[src/rtl/fixed_p_std_smult_arb.sv]
// fixed_p_std_smult_arb
// Round-robin arbiter that shares one signed fixed-point multiplier among
// num_req requesters using a go/done handshake. The winner's operands are
// latched at grant. The product is formed in EXEC and truncated toward -inf
// to Q(int_width).(fract_width). The granted requester alone then sees a
// one-cycle done pulse in DONE.

module fixed_p_std_smult_arb #(
  parameter int width       = 32,
  parameter int int_width   = 8,
  parameter int fract_width = 24,
  parameter int num_req     = 4
) (
  input  logic                         clk,
  input  logic                         reset,
  input  logic [num_req-1:0]           go,
  input  logic [num_req*width-1:0]     left,
  input  logic [num_req*width-1:0]     right,
  output logic [width-1:0]             out,
  output logic [num_req-1:0]           done,
  output logic                         busy,
  output logic [$clog2(num_req)-1:0]   grant_id
);

  localparam int id_w = $clog2(num_req);
  // Bits of the full product that form the Q(int_width).(fract_width) result.
  localparam int res_lsb = fract_width;
  localparam int res_msb = int_width + 2 * fract_width - 1;

  localparam logic [1:0] st_idle = 2'd0;
  localparam logic [1:0] st_exec = 2'd1;
  localparam logic [1:0] st_done = 2'd2;

  localparam logic [id_w-1:0] last_idx = id_w'(num_req - 1);

  logic [1:0]                state_r;
  logic [id_w-1:0]           rr_ptr_r;
  logic [id_w-1:0]           grant_id_r;
  logic [width-1:0]          opa_r;
  logic [width-1:0]          opb_r;
  logic [width-1:0]          out_r;
  logic [num_req-1:0]        done_r;
  logic                      busy_r;

  logic [width-1:0]          left_a_s  [num_req];
  logic [width-1:0]          right_a_s [num_req];
  logic                      found_s;
  logic [id_w-1:0]           winner_s;
  logic [id_w-1:0]           rr_next_s;
  logic signed [2*width-1:0] opa_ext_s;
  logic signed [2*width-1:0] opb_ext_s;
  logic signed [2*width-1:0] prod_s;
  logic [num_req-1:0]        done_onehot_s;
  logic                      unused_s;

  // Unpack the flattened operand buses into per-requester slices.
  for (genvar g = 0; g < num_req; g++) begin : g_unpack
    assign left_a_s[g]  = left[g*width +: width];
    assign right_a_s[g] = right[g*width +: width];
  end

  // Round-robin search starting at rr_ptr, wrapping modulo num_req.
  always_comb begin
    logic [id_w:0] idx_v;
    found_s  = 1'b0;
    winner_s = '0;
    idx_v    = '0;
    for (int k = 0; k < num_req; k++) begin
      idx_v = {1'b0, rr_ptr_r} + (id_w+1)'(k);
      if (idx_v >= (id_w+1)'(num_req)) begin
        idx_v = idx_v - (id_w+1)'(num_req);
      end else begin
        idx_v = idx_v;
      end
      if (!found_s && go[idx_v[id_w-1:0]]) begin
        found_s  = 1'b1;
        winner_s = idx_v[id_w-1:0];
      end else begin
        found_s  = found_s;
        winner_s = winner_s;
      end
    end
  end

  // Pointer advances past the winner so that it has lowest priority next time.
  always_comb begin
    if (winner_s == last_idx) begin
      rr_next_s = '0;
    end else begin
      rr_next_s = winner_s + id_w'(1);
    end
  end

  // Signed full-width product of the latched operands, plus the done decode.
  always_comb begin
    opa_ext_s     = {{width{opa_r[width-1]}}, opa_r};
    opb_ext_s     = {{width{opb_r[width-1]}}, opb_r};
    prod_s        = opa_ext_s * opb_ext_s;
    done_onehot_s = {{(num_req-1){1'b0}}, 1'b1} << grant_id_r;
  end

  // Product bits that fall outside the truncated result are intentionally dropped.
  assign unused_s = ^{prod_s[2*width-1:res_msb+1], prod_s[res_lsb-1:0]};

  // Sequencer: IDLE grants, EXEC registers the product, DONE pulses done.
  always_ff @(posedge clk) begin
    if (reset) begin
      state_r    <= st_idle;
      rr_ptr_r   <= '0;
      grant_id_r <= '0;
      opa_r      <= '0;
      opb_r      <= '0;
      out_r      <= '0;
      done_r     <= '0;
      busy_r     <= 1'b0;
    end else begin
      case (state_r)
        st_idle: begin
          done_r <= '0;
          if (found_s) begin
            opa_r      <= left_a_s[winner_s];
            opb_r      <= right_a_s[winner_s];
            grant_id_r <= winner_s;
            rr_ptr_r   <= rr_next_s;
            busy_r     <= 1'b1;
            state_r    <= st_exec;
          end else begin
            busy_r  <= 1'b0;
            state_r <= st_idle;
          end
        end
        st_exec: begin
          out_r   <= prod_s[res_msb:res_lsb];
          done_r  <= done_onehot_s;
          busy_r  <= 1'b1;
          state_r <= st_done;
        end
        st_done: begin
          done_r  <= '0;
          busy_r  <= 1'b0;
          state_r <= st_idle;
        end
        default: begin
          done_r  <= '0;
          busy_r  <= 1'b0;
          state_r <= st_idle;
        end
      endcase
    end
  end

  assign out      = out_r;
  assign done     = done_r;
  assign busy     = busy_r;
  assign grant_id = grant_id_r;

endmodule

[config.mk]
export PLATFORM = sky130hd
export DESIGN_NAME = fixed_p_std_smult_arb
export DESIGN_NICKNAME = d
export VERILOG_FILES = /design/src/rtl/fixed_p_std_smult_arb.sv
export SDC_FILE = /design/constraint.sdc
export NUM_CORES = 2
export LEC_CHECK = 0
export ABC_AREA = 1
export ABC_CLOCK_PERIOD_IN_PS = 20500
export CAP_MARGIN = 20
export CORE_MARGIN = 2
export CORE_UTILIZATION = 50
export CTS_BUF_LIST = sky130_fd_sc_hd__clkbuf_8
export DETAILED_ROUTE_END_ITERATION = 8
export PLACE_DENSITY = 0.7
export SETUP_SLACK_MARGIN = 0.4
export SYNTH_ARGS = -nofsm -noshare
export SYNTH_HDL_FRONTEND = slang
export SYNTH_SLANG_ARGS = --single-unit
[constraint.sdc]
create_clock -name clk -period 20.5 [get_ports clk]
set_input_delay 5.125 -clock clk [delete_from_list [all_inputs] [get_ports clk]]
set_output_delay 5.125 -clock clk [all_outputs]
set_load 0.1 [all_outputs]
==> summary.md <==
| Metric | Value |
|---|---|
| Final Max Slew Viols | `0` |
| Global-route wire length before repair | `205500 um` |
| Tcrit/Tclk final | `39.38%` |
| Final setup viols | `0` |
| Max_cap viols | `0` |
| CORE AREA | `82370 um2` |
| Seq cells post-synth | `107` |
| Clock transition at the registers of the reported paths | `0.15 ns` |
| Iteration-0 DRC Markers | `2687` |
| Total grt overflow | `0` |
| CTS sink cnt | `107` |
| Fin worst setup slack | `12.43 ns` |
| Critical path data arrival time | `8.43 ns` |
| FF-to-FF Start | `opa_r[31]$_SDFFE_PP0P_` |
| Setup TNS after final layout | `0 ns` |
| Post-cts sizing count | `0` |
| Post-Route WL | `125800 um` |
| Least-Margin Pin Slew | `1.135 ns` |
| Clock Latency Late Sink | `0.47 ns` |
| Commonest non-fill, non-tap cell in the layout | `nand2_1` |
| Initial Util | `50.64%` |
| Final Hold Viols | `0` |
| Synth unique cells | `40` |
| 1st-pass router iterations | `6` |
| Yosys warns | `0` |
| Max transition margin | `24.10%` |
| Placed instance count | `6831` |
| Die H | `292.8 um` |
| Reg2reg path depth | `25` |
| Skew final | `0.03556 ns` |
| Worst EP required | `20.85 ns` |
| HP Class | `reg2reg` |
| Initial antenna violation count | `7` |
| Routed vias/inst | `5.159` |
| Hold Path End | `done[1]$_SDFF_PP0_` |
| Post-Syn Area | `41720 um2` |
| Min Hold Slack | `0.5150 ns` |
| DP HPWL | `101700 um` |
| Number of global-route vias before repair | `37350` |
| Largest net degree at the start of global routing | `98` |
| Hold Crit Depth | `1` |
| Fill count | `7811` |
| Maximum clock rate | `123.9 MHz` |
| Post-Synthesis Cells | `5722` |
| Max clock buf depth | `2` |
| Non-filler cells, final | `6851` |
| DRC errors left | `0` |
| H-tree Lvls | `3` |
| Crit Path Max Fanout | `93` |
| ANT nets after route | `0` |
| RePlAce Congestion | `1.007` |
| CP Launch Type | `input port` |
| Commonest cells after routing, fill and taps aside | `1701 x nand2_1, 1570 x inv_1, 982 x fa_1` |
| I/O pins | `301` |
| Synthesized Nets | `7137` |
| CTS tree | `built` |
| CP Class | `in2reg` |
| Final layout net count | `7187` |
| R2R Path End | `out[31]$_SDFFE_PP0P_` |
| Setup Fix Bufs, Post-CTS | `0` |
| Die width | `292.8 um` |
| Status | `finished clean` |
| CP Capture Type | `register` |
| RSZ-0062 raised after global routing | `no` |
| Syn Area/Cell | `7.290 um2` |
| Area leader, netlist | `fa_1` |
| Most used DFF post-synth | `dfxtp_1` |
| R2R setup slack | `12.48 ns` |
| Die area | `85760 um2` |
| Hold_buf cts | `0` |
| PortBufs | `300` |
| P&R area growth vs syn | `8.920%` |
| Hold Path Origin | `grant_id[1]$_SDFFE_PP0P_` |
| DR WL/cell | `18.37 um` |
| Number of flops mapped to enable cells by yosys | `0` |
| # rows | `105` |
| Fraction of registers with async set/reset | `0%` |
| Share of layout cells above drive strength 1 | `1.939%` |
| Fin crit period | `8.074 ns` |
| Seq/Total Area, Yosys | `5.135%` |
| GRT Total Usage | `30.73%` |
| Place WS | `12.01 ns` |
| CTS buffer count | `9` |
| Synth top area cells | `fa_1 47%, nand2_1 15%, inv_1 14%` |
| Yosys top cell area share | `47.13%` |
| Root Buffer Master | `clkbuf_8` |
| Vias | `35340` |
cell usage after synthesis, types with 3 or more instances:
master / instances
buf_2: 47
o21bai_1: 5
ha_1: 171
nand4_1: 16
buf_4: 3
xor2_1: 6
inv_1: 1570
a21oi_1: 90
dfxtp_1: 107
and3_1: 3
a21boi_0: 4
fa_1: 982
nand2_1: 1701
nor2_1: 336
inv_2: 3
clkbuf_1: 246
nor3_1: 18
o21a_1: 5
nand2_2: 7
buf_1: 16
o21ai_0: 61
nand3_1: 272
buf_6: 11
a21o_1: 14
xnor2_1: 5
cell families after synthesis:
kind of cell,count (synthesis),share of synthesized area [%]
AND/OR/NAND/NOR,2363,22.39
buffers and inverters,1896,17.43
adder cells (fa/ha/maj),1153,52.26
AO/OA/AOI/OAI,191,2.525
flip-flops,107,5.135
XOR/XNOR,12,0.2700
stage by stage:
stage	area [um2]	util, %
after floorplan	41720	-
after global placement	45200	54.87
after detailed placement	45200	54.87
after CTS	45430	55.15
after global routing	45440	55.16
final	45440	55.16
flip-flops by register name, summed over array words and instances (netlist names), named ones only:
signal	cells
state_r	2
opb_r	32
done	4
busy	1
out	32
grant_id	2
rr_ptr_r	1
opa_r	32
cell type report:
| class | count | area (um2) | area share [%] |
|---|---|---|---|
| flip-flops and latches | 107 | 2160 | 4.753 |
| well taps | 1070 | 1339 | 2.947 |
| diodes | 4 | 10.01 | 0.02203 |
| clock buffers | 9 | 123.9 | 0.2726 |
| repair buffers | 362 | 3466 | 7.628 |
| multi-input cells | 3719 | 32330 | 71.15 |
| inverters | 1573 | 5906 | 13.00 |
| clock inverters | 7 | 102.6 | 0.2258 |
routing by layer:
layer / wire [um] / track usage, %
met1: 50810 / 40.70
met2: 60560 / 51.85
met3: 9798 / 4.613
met4: 4650 / 10.13
met5: 12 / 0
worst max path at each step:
| stage | startpoint | endpoint | cells past startpoint |
|---|---|---|---|
| 2_1_floorplan | opa_r[31]$_SDFFE_PP0P_ | out[31]$_SDFFE_PP0P_ | 27 |
| 6_report | go[3] | rr_ptr_r[1]$_SDFFE_PP0P_ | 16 |
| 5_1_grt | go[2] | opa_r[13]$_SDFFE_PP0P_ | 17 |
| 3_3_place_gp | go[3] | rr_ptr_r[1]$_SDFFE_PP0P_ | 16 |
| 4_1_cts | go[3] | opb_r[1]$_SDFFE_PP0P_ | 17 |
| 3_5_place_dp | go[3] | rr_ptr_r[1]$_SDFFE_PP0P_ | 16 |
critical path, stage by stage:
cell,delay (ns)
clkdlybuf4s50_1,0.42
nand2_1,0.07
o21ai_1,0.08
nand2_1,0.13
nand2_2,0.09
nor2_4,0.13
nand2_2,0.11
nor2_4,0.14
nand2_4,0.32
nand2_4,0.45
buf_4,0.79
nor2_1,0.11
a21oi_1,0.16
nand2_1,0.06
nand2_1,0.05
nor2_1,0.04
Power is not shown: default switching activity piles up to over one toggle a cycle in this logic, so the estimate is an artifact.
